$ cat src/rtl/legv8_mem_bus_ctrl.sv
`default_nettype none
// =============================================================================
//  Module  : legv8_mem_bus_ctrl
//  Brief   : LEGv8 datapath to N-region memory bus with req/done handshake,
//            wait states, read-only protection and size/alignment faults.
//  Revision: 1.0 - initial release
// =============================================================================
module legv8_mem_bus_ctrl #(
  parameter int ADDR_W      = 32,
  parameter int DATA_W      = 64,
  parameter int NUM_REGIONS = 2,
  parameter logic [NUM_REGIONS*ADDR_W-1:0] REGION_BASE = {32'h20000000, 32'h00000000},
  parameter logic [NUM_REGIONS*8-1:0]      REGION_AW   = {8'd8, 8'd10},
  parameter logic [NUM_REGIONS*4-1:0]      REGION_WAIT = {4'd1, 4'd0},
  parameter logic [NUM_REGIONS-1:0]        REGION_RO   = 2'b10
) (
  input  logic                          clock,
  input  logic                          reset,
  input  logic                          req,
  output logic                          req_ready,
  input  logic                          req_we,
  input  logic [1:0]                    req_size,
  input  logic [ADDR_W-1:0]             req_addr,
  input  logic [DATA_W-1:0]             req_wdata,
  output logic                          done,
  output logic                          fault,
  output logic [1:0]                    fault_code,
  output logic [DATA_W-1:0]             rdata,
  output logic [NUM_REGIONS-1:0]        mem_cs,
  output logic                          mem_we,
  output logic [ADDR_W-1:0]             mem_addr,
  output logic [1:0]                    mem_size,
  output logic [DATA_W-1:0]             mem_wdata,
  input  logic [NUM_REGIONS*DATA_W-1:0] mem_rdata
);

  typedef enum logic [1:0] {
    S_IDLE   = 2'd0,
    S_ACCESS = 2'd1,
    S_RESP   = 2'd2
  } state_t;

  state_t                   r_state;
  logic                     r_we;
  logic [1:0]               r_idx;
  logic [3:0]               r_cnt;

  logic [NUM_REGIONS-1:0]   w_hit_vec;
  logic [ADDR_W-1:0]        w_off [NUM_REGIONS];
  logic [DATA_W-1:0]        w_rd  [NUM_REGIONS];

  logic                     w_hit;
  logic [1:0]               w_idx;
  logic [NUM_REGIONS-1:0]   w_onehot;
  logic [ADDR_W-1:0]        w_offset;
  logic [3:0]               w_wait;
  logic                     w_ro;
  logic                     w_misaligned;
  logic [1:0]               w_code;
  logic [DATA_W-1:0]        w_sel_rd;
  logic [DATA_W-1:0]        w_masked;

  for (genvar g = 0; g < NUM_REGIONS; g++) begin : g_region
    localparam logic [ADDR_W-1:0] c_base = REGION_BASE[g*ADDR_W +: ADDR_W];
    localparam int                c_aw   = int'(REGION_AW[g*8 +: 8]);
    logic [ADDR_W-1:0] w_diff;
    assign w_diff       = req_addr - c_base;
    // A hit already bounds the difference below 2**AW, so it is the offset.
    assign w_hit_vec[g] = (req_addr >= c_base) && ((w_diff >> c_aw) == '0);
    assign w_off[g]     = w_diff;
    assign w_rd[g]      = mem_rdata[g*DATA_W +: DATA_W];
  end

  // Walk from the top so the lowest-index hit overwrites the others.
  always_comb begin
    w_hit    = 1'b0;
    w_idx    = '0;
    w_onehot = '0;
    w_offset = '0;
    w_wait   = '0;
    w_ro     = 1'b0;
    for (int i = NUM_REGIONS - 1; i >= 0; i--) begin
      if (w_hit_vec[i]) begin
        w_hit       = 1'b1;
        w_idx       = i[1:0];
        w_onehot    = '0;
        w_onehot[i] = 1'b1;
        w_offset    = w_off[i];
        w_wait      = REGION_WAIT[i*4 +: 4];
        w_ro        = REGION_RO[i];
      end
    end
  end

  always_comb begin
    unique case (req_size)
      2'b00:   w_misaligned = 1'b0;
      2'b01:   w_misaligned = req_addr[0];
      2'b10:   w_misaligned = |req_addr[1:0];
      default: w_misaligned = |req_addr[2:0];
    endcase
    if (w_misaligned)      w_code = 2'b10;
    else if (!w_hit)       w_code = 2'b01;
    else if (req_we && w_ro) w_code = 2'b11;
    else                   w_code = 2'b00;
  end

  always_comb begin
    w_sel_rd = '0;
    for (int i = 0; i < NUM_REGIONS; i++) begin
      if (r_idx == i[1:0]) w_sel_rd = w_rd[i];
    end
    unique case (mem_size)
      2'b00:   w_masked = {{(DATA_W-8){1'b0}},  w_sel_rd[7:0]};
      2'b01:   w_masked = {{(DATA_W-16){1'b0}}, w_sel_rd[15:0]};
      2'b10:   w_masked = {{(DATA_W-32){1'b0}}, w_sel_rd[31:0]};
      default: w_masked = w_sel_rd;
    endcase
  end

  always_ff @(posedge clock or negedge reset) begin
    if (!reset) begin
      r_state    <= S_IDLE;
      r_we       <= 1'b0;
      r_idx      <= '0;
      r_cnt      <= '0;
      req_ready  <= 1'b1;
      done       <= 1'b0;
      fault      <= 1'b0;
      fault_code <= 2'b00;
      rdata      <= '0;
      mem_cs     <= '0;
      mem_we     <= 1'b0;
      mem_addr   <= '0;
      mem_size   <= 2'b00;
      mem_wdata  <= '0;
    end else begin
      unique case (r_state)
        S_IDLE: begin
          if (req) begin
            req_ready <= 1'b0;
            if (w_code != 2'b00) begin
              r_state    <= S_RESP;
              done       <= 1'b1;
              fault      <= 1'b1;
              fault_code <= w_code;
              rdata      <= '0;
            end else begin
              r_state   <= S_ACCESS;
              r_we      <= req_we;
              r_idx     <= w_idx;
              r_cnt     <= w_wait;
              mem_cs    <= w_onehot;
              mem_we    <= req_we && (w_wait == 4'd0);
              mem_addr  <= w_offset;
              mem_size  <= req_size;
              mem_wdata <= req_wdata;
            end
          end
        end
        S_ACCESS: begin
          if (r_cnt == 4'd0) begin
            r_state    <= S_RESP;
            mem_cs     <= '0;
            mem_we     <= 1'b0;
            done       <= 1'b1;
            fault      <= 1'b0;
            fault_code <= 2'b00;
            rdata      <= r_we ? '0 : w_masked;
          end else begin
            r_cnt  <= r_cnt - 4'd1;
            // Strobe lands in the final wait cycle only.
            mem_we <= r_we && (r_cnt == 4'd1);
          end
        end
        S_RESP: begin
          r_state   <= S_IDLE;
          done      <= 1'b0;
          req_ready <= 1'b1;
        end
        default: begin
          r_state   <= S_IDLE;
          req_ready <= 1'b1;
        end
      endcase
    end
  end

endmodule
`default_nettype wire

$ cat config.mk
export PLATFORM = sky130hd
export DESIGN_NAME = legv8_mem_bus_ctrl
export DESIGN_NICKNAME = d
export VERILOG_FILES = /design/src/rtl/legv8_mem_bus_ctrl.sv
export SDC_FILE = /design/constraint.sdc
export NUM_CORES = 1
export LEC_CHECK = 0
export BUFFER_PORTS_ARGS = -buffer_cell sky130_fd_sc_hd__buf_2
export CAP_MARGIN = 20
export CORE_UTILIZATION = 29
export DETAILED_ROUTE_END_ITERATION = 8
export PLACE_DENSITY = 0.66
export SLEW_MARGIN = 15
export SYNTH_ARGS = -nofsm -noshare
export SYNTH_HDL_FRONTEND = slang
export SYNTH_SLANG_ARGS = --single-unit
$ cat constraint.sdc
create_clock -name clock -period 5.9 [get_ports clock]
set_input_delay 0.59 -clock clock [delete_from_list [all_inputs] [get_ports clock]]
set_output_delay 0.59 -clock clock [all_outputs]
set_load 0.1 [all_outputs]
==> results of run 1 <==
[registers in the layout, summed over array words and instances, names as in the netlist]
register / count
mem_wdata: 64
rdata: 64
mem_addr: 32
r_cnt: 4
fault_code: 2
mem_cs: 2
mem_size: 2
r_state: 2
done: 1
fault: 1
mem_we: 1
r_idx: 1
r_we: 1
req_ready: 1
[metrics by stage]
step | cells | setup slack [ns] | util (%) | cell area, sq um | power [W]
4_1_cts | 1478 | 2.91 | 41.0 | 10800 | 0.00268
5_1_grt | 1478 | 2.75 | 41.0 | 10800 | 0.00274
2_1_floorplan | 748 | 3.31 | - | 7880 | 0.00133
3_5_place_dp | 1446 | 2.52 | 38.6 | 10200 | 0.00145
6_report | 1479 | 2.91 | 41.0 | 10800 | 0.00262
3_3_place_gp | 1446 | 2.57 | 38.6 | 10200 | 0.00145
[cell usage after synthesis, types with 2 or more instances]
library cell,n
o211ai_1,2
nand2b_1,3
nor4_1,5
and2_1,23
nor3_1,2
buf_6,4
clkbuf_1,25
ha_1,4
inv_1,7
dfrtp_1,177
nand3_1,5
buf_2,6
mux2i_1,64
or3_1,2
mux2_4,30
a21oi_1,9
nand2_1,238
o21a_1,2
nor2_1,69
buf_1,6
mux2_2,35
a22o_1,2
nand4_1,2
o21ai_0,9
[area by class of cell]
| cell class | instances | area, sq um |
|---|---|---|
| antenna | 1 | 2.50 |
| inverter | 7 | 26.3 |
| clock inverter | 15 | 216 |
| tap | 335 | 419 |
| sequential | 178 | 4460 |
| timing repair buffer | 404 | 2040 |
| multi-input combinational | 522 | 3230 |
| clock buffer | 17 | 425 |
| fill | 2645 | 15500 |
[layer usage]
| layer | routed length [microns] | vias to the layer above |
|---|---|---|
| li1 | - | 3206 |
| met1 | 10100 | 3058 |
| met2 | 10700 | 288 |
| met3 | 1610 | 19 |
| met4 | 325 | 0 |
| met5 | 0 | - |
[worst min-delay path by stage]
stage | from | endpoint | slack, ns | depth (start not counted)
floorplan | reset | done | 0.29 | 0
global placement | mem_addr[6] | mem_addr[6] | 0.44 | 2
detailed placement | mem_wdata[18] | mem_wdata[18] | 0.45 | 2
CTS | reset | rdata[21] | 0.30 | 1
global route | reset | rdata[21] | 0.30 | 1
finish | reset | rdata[21] | 0.21 | 1
[report_power, final]
part | internal, W | switching (W)
logic | 0.0000817 | 0.000110
clock network | 0.000622 | 0.000581
registers | 0.00122 | 0.00000331
total | 0.00193 | 0.000695
[kinds of logic (layout without fill, tap and decap cells)]
group | Yosys count | after routing | share of synthesized area (%)
DFF | 178 | 178 | 56.5
muxes | 129 | 129 | 18.8
and+or+nand+nor | 355 | 355 | 18.4
adders and majority gates | 4 | 4 | 0.635
buffers and inverters | 48 | 443 | 2.76
AOI/OAI and AO/OA | 33 | 33 | 2.67
other | 0 | 1 | 0
xor gates and xnor gates | 1 | 1 | 0.111
[worst reg2reg max path, stage by stage, from the launching register on]
cell,delay [ns]
dfrtp_1,0.43
inv_1,0.11
ha_1,0.23
nand3_1,0.12
a21oi_1,0.25
o31a_2,0.56
buf_4,0.72
mux2_2,0.46
==> reports/metrics.yaml, run 1 <==
syn_nets: 982
first_pass_iters: 4
p_leak_nw: 6.15
synthTopCellsByArea: "dfrtp_1, nand2_1, mux2i_1, mux2_4, mux2_2"
synth.distinct_cells: 41
crit_path_top_delay_cell: "buf_4"
tightest_slew_ns: 1.03
endpoint: "rdata[61]"
nNetsFinal: 1364
place_congestion: 0.803
grt_usage_pct: 16.4
setup_violations: 0
slew-limit-headroom_pct: 31.5
peakVddDrop_mv: 0.141
insertion_delay_ns: 0.43
drt_wl_total_microns: 22700
grt_pass1_vias: 6601
htreeDepth: 4
rows: 59
crit_cells: 7
cts_made_buffers: 17
status: "completed"
cts_resized: 0
rsz0062_at_grt: "false"
period_needed_ns: 2.99
hold_violations: 0
synthCells: 748
dpl.hpwl_microns: 16700
ant_nets: 0
clock_skew_ns: 0.0132
path_cells: "inv_1, ha_1, nand3_1, a21oi_1, o31a_2, buf_4, mux2_2"
overflow: 0
synth_ff_type: "dfrtp_1"
use_met2_pct: 27.1
path_buf_inv: 2
r2r_cells: 7
r2r_slack_ns: 2.91
cts_buffer_depth: 2
synthArstFlopShare_pct: 100
critPathMaxFanout: 50
initial_utilization_pct: 29.9
die_h_microns: 167
crit_family: "compound AO/OA/AOI/OAI gates"
area.growth.synth_to_final_pct: 37.3
critPathLaunchType: "flip-flop"
timing.setup.tns_ns: 0
pin_count: 400
finalCritPeriodShare_pct: 50.7
synth_top_area_share_pct: 56.2
r2r-end: "rdata[61]"
post_drt_wl_per_cell_microns: 15.4
grt_max_degree: 116
yosysSeqAreaShare_pct: 56.5
cp_data_required_time_ns: 6.20
setup.worst_path.end_class: "flip-flop"
drc_errors: 0
cts_tree: "built"
vias: 6571
use_met3_pct: 4.42
r2r-start: "r_cnt[0]"
cts_hold_buf: 0
cp_data_arrival_time_ns: 3.29
yosys.area.top_type: "dfrtp_1"
fmax_mhz: 334
slew_viol_final: 0
path_class: "reg -> reg"
antenna_found_initial: 1
final_common_cell: "buf_2"
layout_common_cells: "buf_2, nand2_1, dfrtp_1"
p_per_area_mw_per_mm2: 242
die_area_sq_mm: 0.0278
via_per_inst: 4.44
numPortBuffers: 399
synth_edf_count: 0
netlist_area_sq_mm: 0.00788
ys_ff_latch: 178
drive_above_1_share_pct: 44.4
maxCapViolations: 0
yosys_warnings: 0
cts_sinks: 178
grt_use_met1_pct: 21.2
worst_setup_path_startpoint: "r_cnt[0]"
cts_root_buf: "clkbuf_16"
syn_avg_cell_area_sq_um: 10.5
worstHoldPathType: "in -> async"
die_w_microns: 167
cts_setup_buffers: 0
coreArea_sq_mm: 0.0264
cpPeakStageDelay_ns: 0.70
first_iter_violations: 227
grt-busiest-layer: "met2"
grt_pass1_wl_microns: 35800
clk_pin_slew_ns: 0.08
holdWs_ns: 0.206
(Power assumes the default switching activity.)
==> inputs of run 2 (changes only) <==
--- a/config.mk
+++ b/config.mk
@@ -5,11 +5,12 @@
 export SDC_FILE = /design/constraint.sdc
 export NUM_CORES = 1
 export LEC_CHECK = 0
+export ABC_AREA = 1
 export BUFFER_PORTS_ARGS = -buffer_cell sky130_fd_sc_hd__buf_2
 export CAP_MARGIN = 20
 export CORE_UTILIZATION = 29
 export DETAILED_ROUTE_END_ITERATION = 8
-export PLACE_DENSITY = 0.66
+export PLACE_DENSITY = 0.68
 export SLEW_MARGIN = 15
 export SYNTH_ARGS = -nofsm -noshare
 export SYNTH_HDL_FRONTEND = slang
==> constraint.sdc (replaced) <==
create_clock -name clock -period 2.6 [get_ports clock]
set_input_delay 0.26 -clock clock [delete_from_list [all_inputs] [get_ports clock]]
set_output_delay 0.26 -clock clock [all_outputs]
set_load 0.1 [all_outputs]
==> run 2 against run 1 <==
Combinational power grew to 7.2 times the previous value. Critical path depth grew 3. Clock skew grew 0.0020 ns. Total power grew to 2.6 times the previous value. Synthesized cell count grew 38%. Worst setup slack lost 2.4 ns. Register-to-register slack lost 2.4 ns. Maximum frequency grew 46%. Sequential share of layout area shrank 1.2 points. Die area grew 3.0%. Flip-flop and latch count is the same. Largest power group unchanged.
==> reports/metrics.yaml, run 2 <==
status: "completed"
top_regs: "mem_wdata (64), rdata (64), mem_addr (32)"
hold_violations: 0  # unchanged
cts_buffer_depth: 2  # unchanged
overflow: 0  # unchanged
synth_xor_area_share_pct: 0.108  # -0.0033 points
power_switching_w: 0.00234  # +240%
synthCells: 1032  # +38%
hp-start: "req_wdata[12]"
synth_ff_type: "dfrtp_1"
layout_common_cells: "nand2_1, buf_2, dfrtp_1"
cts_made_buffers: 17  # unchanged
setup_violations: 0  # unchanged
period_needed_ns: 2.05  # -0.939 ns
synth_top_family_by_area: "simple AND/OR/NAND/NOR gates"
p_per_area_mw_per_mm2: 622  # +160%
initial_utilization_pct: 29.9  # about the same
clk_pin_slew_ns: 0.08  # about the same
final_common_cell: "nand2_1"
htreeDepth: 4  # unchanged
tightest_slew_ns: 0.685  # -0.342 ns
final_cell_count_no_fill: 1792  # +21%
comb_power_share_pct: 20.1  # +13 points
finalCritPeriodShare_pct: 79.0  # +28 points
power_frac_seq_pct: 41.4  # -5.4 points
netlist_area_sq_mm: 0.00812  # +3.0%
insertion_delay_ns: 0.43  # about the same
drc_errors: 0  # unchanged
grt_pass1_wl_microns: 39000  # +9.2%
dp.cells: 1758  # +22%
antenna_found_initial: 3  # +2
yosys.area.top_type: "dfrtp_1"
yosysSeqAreaShare_pct: 54.9  # -1.7 points
slew-limit-headroom_pct: 54.0  # +23 points
p_leak_nw: 6.61  # +7.5%
area.growth.synth_to_final_pct: 37.0
grt_pass1_vias: 7649  # +16%
slew_viol_final: 0  # unchanged
cts_root_buf: "clkbuf_16"
critPathMaxFanout: 29  # -42%
cts_sinks: 178  # unchanged
grt_max_degree: 95  # -18%
first_iter_violations: 360  # +59%
ys_ff_latch: 178  # unchanged
synthMuxAreaShare_pct: 0  # -19 points
syn_nets: 1266  # +29%
yosys_warnings: 0  # unchanged
path_class: "reg -> reg"
coreArea_sq_mm: 0.0272  # +3.1%
rows: 60  # +1.7%
synth_edf_count: 0  # unchanged
synthSimpleGateAreaFrac_pct: 33.2  # +15 points
fin_area_sq_mm: 0.0111  # +2.8%
synth_compound_area_share_pct: 5.30  # +2.6 points
grt_usage_pct: 17.4  # +0.91 points
fmax_mhz: 487  # +46%
synth.most_common_cell: "nand2_1"
drt_wl_total_microns: 25200  # +11%
place_congestion: 0.812  # +1.2%
first_pass_iters: 4  # unchanged
rsz0062_at_grt: "false"
cts_resized: 0  # unchanged
cp_data_required_time_ns: 2.96  # -3.24 ns
die_w_microns: 169  # +1.5%
synthAdderAreaFrac_pct: 0.616  # -0.019 points
clock_skew_ns: 0.0152  # +0.00199 ns
postPlaceCellArea_sq_mm: 0.0105  # +3.3%
die_area_sq_mm: 0.0287  # +3.0%
internal_power_w: 0.00459  # +140%
ant_nets: 0  # unchanged
post_drt_wl_per_cell_microns: 14.1  # -8.5%
switching_share_pct: 33.8  # +7.3 points
pin_count: 400  # unchanged
via_per_inst: 4.54  # +2.2%
timing.setup.tns_ns: 0  # unchanged
synth_top_area_share_pct: 54.6  # -1.6 points
cts_tree: "built"
drive_above_1_share_pct: 32.9  # -12 points
pwr-share-clk_pct: 38.5  # -7.4 points
maxCapViolations: 0  # unchanged
syn_avg_cell_area_sq_um: 7.87  # -25%
setup.worst_path.end_class: "flip-flop"
worstHoldPathType: "in -> reg"
peakVddDrop_mv: 0.412  # +190%
die_h_microns: 169  # +1.5%
vias: 8139  # +24%
critPathLaunchType: "flip-flop"
synthArstFlopShare_pct: 100  # unchanged
cp_data_arrival_time_ns: 2.41  # -0.88 ns
worst_setup_path_startpoint: "r_state[1]"
numPortBuffers: 399  # unchanged
utilization_pct: 40.9  # -0.11 points
dpl.hpwl_microns: 18200  # +9.0%
synth.distinct_cells: 27  # -34%
ys_top_cells_by_count: "nand2_1, dfrtp_1, nand3_1"
r2r-start: "r_state[1]"
hold_depth: 3
synthTopCellsByArea: "dfrtp_1, nand2_1, nand3_1, a21oi_1, nor2_1"
r2r_cells: 10  # +3
nNetsFinal: 1640  # +20%
-- run 2: repair_timing --
action,4_1_cts,5_1_grt
hold endpoints to repair,29,0
hold buffers,1,0
buffers inserted,0,0
-- run 2: worst max-delay path: stages (launching register included) --
cell	delay, ns
dfrtp_1	0.46
nor2_2	0.30
inv_1	0.13
nor2_1	0.14
nor2_1	0.09
nand2_1	0.08
inv_2	0.13
nand2_2	0.14
buf_4	0.33
nand2_1	0.10
nand2_1	0.07
-- run 2: through the flow --
step / hold slack, ns / worst slack, ns / total power, W
after floorplan: -0.0356 / 0.790 / 0.00381
after global placement: 0.170 / 0.376 / 0.00434
after detailed placement: 0.177 / 0.350 / 0.00435
after CTS: 0.0235 / 0.511 / 0.00708
after global routing: 0.0276 / 0.352 / 0.00729
final: 0.0513 / 0.546 / 0.00693
-- run 2: metal layers --
metal | routed length (microns) | share of wire [%] | vias to the layer above | global-route usage, %
li1 | - | - | 4022 | -
met5 | 34 | 0.13 | - | 0
met3 | 1870 | 7.4 | 26 | 4.90
met2 | 12000 | 48 | 309 | 29.5
met4 | 374 | 1.5 | 4 | 4.62
met1 | 10900 | 43 | 3778 | 21.5
-- run 2: final timing paths --
path	endpoint	slack, ns
min	mem_wdata[12]	0.05
min in group asynchronous	mem_addr[27]	0.30
min reg2reg	mem_cs[0]	0.47
max reg2reg	rdata[44]	0.55
max in group asynchronous	mem_wdata[40]	1.57
max	rdata[44]	0.55
-- run 2: kinds of logic after synthesis --
group | after synthesis
AND/OR/NAND/NOR | 660
flip-flops | 178
buffers and inverters | 105
AO/OA/AOI/OAI | 84
adder cells (fa/ha/maj) | 4
XOR/XNOR | 1
-- run 2: area by class of cell --
| type | instances | area [sq um] |
|---|---|---|
| Clock inverter | 13 | 155 |
| Tap cell | 372 | 465 |
| Inverter | 40 | 150 |
| Fill cell | 2825 | 16100 |
| Timing Repair Buffer | 420 | 2240 |
| Multi-Input combinational cell | 749 | 3200 |
| Clock buffer | 19 | 453 |
| Sequential cell | 178 | 4460 |
| Antenna cell | 1 | 2.50 |
-- run 2: power groups by stage --
| stage | clock (W) | sequential, W | combinational (W) |
|---|---|---|---|
| after floorplan | 0 | 0.00325 | 0.000558 |
| after global placement | 0 | 0.00292 | 0.00143 |
| after detailed placement | 0 | 0.00292 | 0.00143 |
| after CTS | 0.00278 | 0.00287 | 0.00143 |
| after global routing | 0.00289 | 0.00287 | 0.00153 |
| final | 0.00267 | 0.00286 | 0.00139 |
==> inputs of run 3 (changes only) <==
--- a/config.mk
+++ b/config.mk
@@ -10,7 +10,7 @@
 export CAP_MARGIN = 20
 export CORE_UTILIZATION = 29
 export DETAILED_ROUTE_END_ITERATION = 8
-export PLACE_DENSITY = 0.68
+export PLACE_DENSITY = 0.66
 export SLEW_MARGIN = 15
 export SYNTH_ARGS = -nofsm -noshare
 export SYNTH_HDL_FRONTEND = slang
==> constraint.sdc (replaced) <==
create_clock -name clock -period 1.95 [get_ports clock]
set_input_delay 0.195 -clock clock [delete_from_list [all_inputs] [get_ports clock]]
set_output_delay 0.195 -clock clock [all_outputs]
set_load 0.1 [all_outputs]
==> run 3 against run 2 <==
Register-to-register slack got worse by 0.43 ns. Clock skew decreased by 0.0012 ns. Maximum frequency increased by 12%. Routed wire length increased by 5.3%. Via count increased by 5.3%. Utilization increased by 3.7 points. Worst hold slack got worse by 0.031 ns. Flip-flop and latch count unchanged. Worst setup slack got worse by 0.43 ns. Global-route usage increased by 0.80 points. Die area unchanged. Largest cell class unchanged. Largest power group unchanged.
==> reports/metrics.yaml, run 3 (synthesis gave the netlist of run 2 again) <==
cts_tree: "built"
cts_sinks: 178  # unchanged
rsz0062_at_grt: "false"
die_area_sq_mm: 0.0287  # unchanged
first_iter_violations: 549  # +53%
drive_above_1_share_pct: 32.7  # -0.17 points
p_leak_nw: 7.06  # +6.7%
cp_data_arrival_time_ns: 2.20  # -0.21 ns
grt_usage_pct: 18.2  # +0.80 points
first_pass_iters: 5  # +1
setup_violations: 0  # unchanged
tightest_slew_ns: 0.884  # +0.199 ns
final_common_cell: "nand2_1"
clock_skew_ns: 0.0140  # -0.00124 ns
r2r-end: "rdata[8]"
die_h_microns: 169  # unchanged
timing.setup.tns_ns: 0  # unchanged
slew_viol_final: 0  # unchanged
post_drt_wl_per_cell_microns: 14.1  # +0.42%
area.growth.synth_to_final_pct: 49.3
coreArea_sq_mm: 0.0272  # unchanged
initial_utilization_pct: 29.9  # unchanged
insertion_delay_ns: 0.43  # about the same
slew-limit-headroom_pct: 40.6  # -13 points
finalCritPeriodShare_pct: 93.9  # +15 points
r2r_cells: 7  # -3
grt_max_degree: 69  # -27%
drc_errors: 0  # unchanged
cts_buffer_depth: 2  # unchanged
path_class: "reg -> reg"
cts_setup_buffers: 0  # unchanged
cts_root_buf: "clkbuf_16"
ant_nets: 0  # unchanged
postPlaceCellArea_sq_mm: 0.0109  # +3.4%
dpl.hpwl_microns: 18600  # +2.2%
fmax_mhz: 546  # +12%
htreeDepth: 4  # unchanged
via_per_inst: 4.56  # +0.47%
critPathLaunchType: "flip-flop"
r2r-start: "r_state[1]"
antenna_found_initial: 2  # -1
worstHoldPathType: "in -> reg"
hp-start: "req_wdata[37]"
status: "completed"
hold_depth: 3  # unchanged
die_w_microns: 169  # unchanged
grt_pass1_wl_microns: 41200  # +5.5%
peakVddDrop_mv: 0.663  # +61%
cts_made_buffers: 17  # unchanged
grt_pass1_vias: 8129  # +6.3%
p_per_area_mw_per_mm2: 788  # +27%
layout_common_cells: "nand2_1, buf_2, dfrtp_1"
fin_area_sq_mm: 0.0121  # +9.0%
overflow: 0  # unchanged
hold_violations: 0  # unchanged
cp_data_required_time_ns: 2.32  # -0.64 ns
period_needed_ns: 1.83  # -0.223 ns
vias: 8574  # +5.3%
place_congestion: 0.808  # -0.57%
setup.worst_path.end_class: "flip-flop"
rows: 60  # unchanged
drt_wl_total_microns: 26500  # +5.3%
top_regs: "mem_wdata (64), rdata (64), mem_addr (32)"
nNetsFinal: 1727  # +5.3%
hold_end: "mem_wdata[37]"
r2r_slack_ns: 0.12  # -0.43 ns
critPathMaxFanout: 8  # -72%
clk_pin_slew_ns: 0.08  # about the same
numPortBuffers: 399  # unchanged
pin_count: 400  # unchanged
maxCapViolations: 0  # unchanged
run 3: cell type report:
| class | instances | area [sq um] |
|---|---|---|
| fill | 2692 | 15100 |
| antenna | 1 | 2.50 |
| timing repair buffer | 507 | 3210 |
| multi-input combinational | 749 | 3200 |
| clock inverter | 15 | 214 |
| sequential | 178 | 4460 |
| clock buffer | 17 | 425 |
| tap | 372 | 465 |
| inverter | 40 | 150 |
run 3: how the worst max path moves through the flow:
stage | start | end | slack (ns) | cells past startpoint
after detailed placement | req_addr[29] | mem_wdata[32] | -0.09 | 12
after global placement | req_addr[29] | mem_wdata[26] | -0.08 | 12
after global routing | r_state[1] | rdata[49] | 0.03 | 8
final | r_state[1] | rdata[8] | 0.12 | 7
after CTS | r_state[1] | rdata[38] | 0.05 | 8
after floorplan | mem_size[1] | rdata[56] | 0.14 | 5
run 3: metal layers:
layer	routed length, microns	vias to the layer above	GRT usage [%]	part of all wire (%)
met1	11300	3994	22.4	43
met3	1900	29	4.24	7.2
met5	13	-	0	0.049
li1	-	4203	-	-
met4	421	2	5.01	1.6
met2	12900	346	31.7	48
run 3: stage by stage:
stage / setup slack [ns] / total power, W / instances / util [%] / hold WS (ns)
2_1_floorplan: 0.140 / 0.00508 / 1032 / - / -0.101
3_3_place_gp: -0.0751 / 0.00585 / 1784 / 40.0 / 0.140
3_5_place_dp: -0.0905 / 0.00586 / 1784 / 40.0 / 0.146
4_1_cts: 0.0454 / 0.00969 / 1878 / 44.6 / 0.00494
5_1_grt: 0.0271 / 0.00996 / 1878 / 44.6 / 0.0292
6_report: 0.119 / 0.00956 / 1879 / 44.6 / 0.0204
run 3: power breakdown:
| group | internal (W) | leakage [nW] | switching [W] |
|---|---|---|---|
| Clock | 0.00199 | 0.311 | 0.00170 |
| Combinational | 0.000591 | 4.39 | 0.00146 |
| Sequential | 0.00377 | 2.36 | 0.0000508 |
| Total | 0.00635 | 7.06 | 0.00321 |
run 3: worst max-delay path: stages (launching register included):
cell and delay (ns):
dfrtp_1 0.45, inv_1 0.09, nand2_2 0.11, nor2_2 0.23
o21ai_1 0.36, a21oi_1 0.32, nand3_1 0.12, nand2_1 0.08
run 3: what timing repair did:
| action | CTS | global route |
|---|---|---|
| hold buffers | 62 | 0 |
| endpoints found under the hold margin | 93 | 0 |
| endpoints found under the setup margin | 0 | 25 |
| gates resized for setup | 0 | 1 |
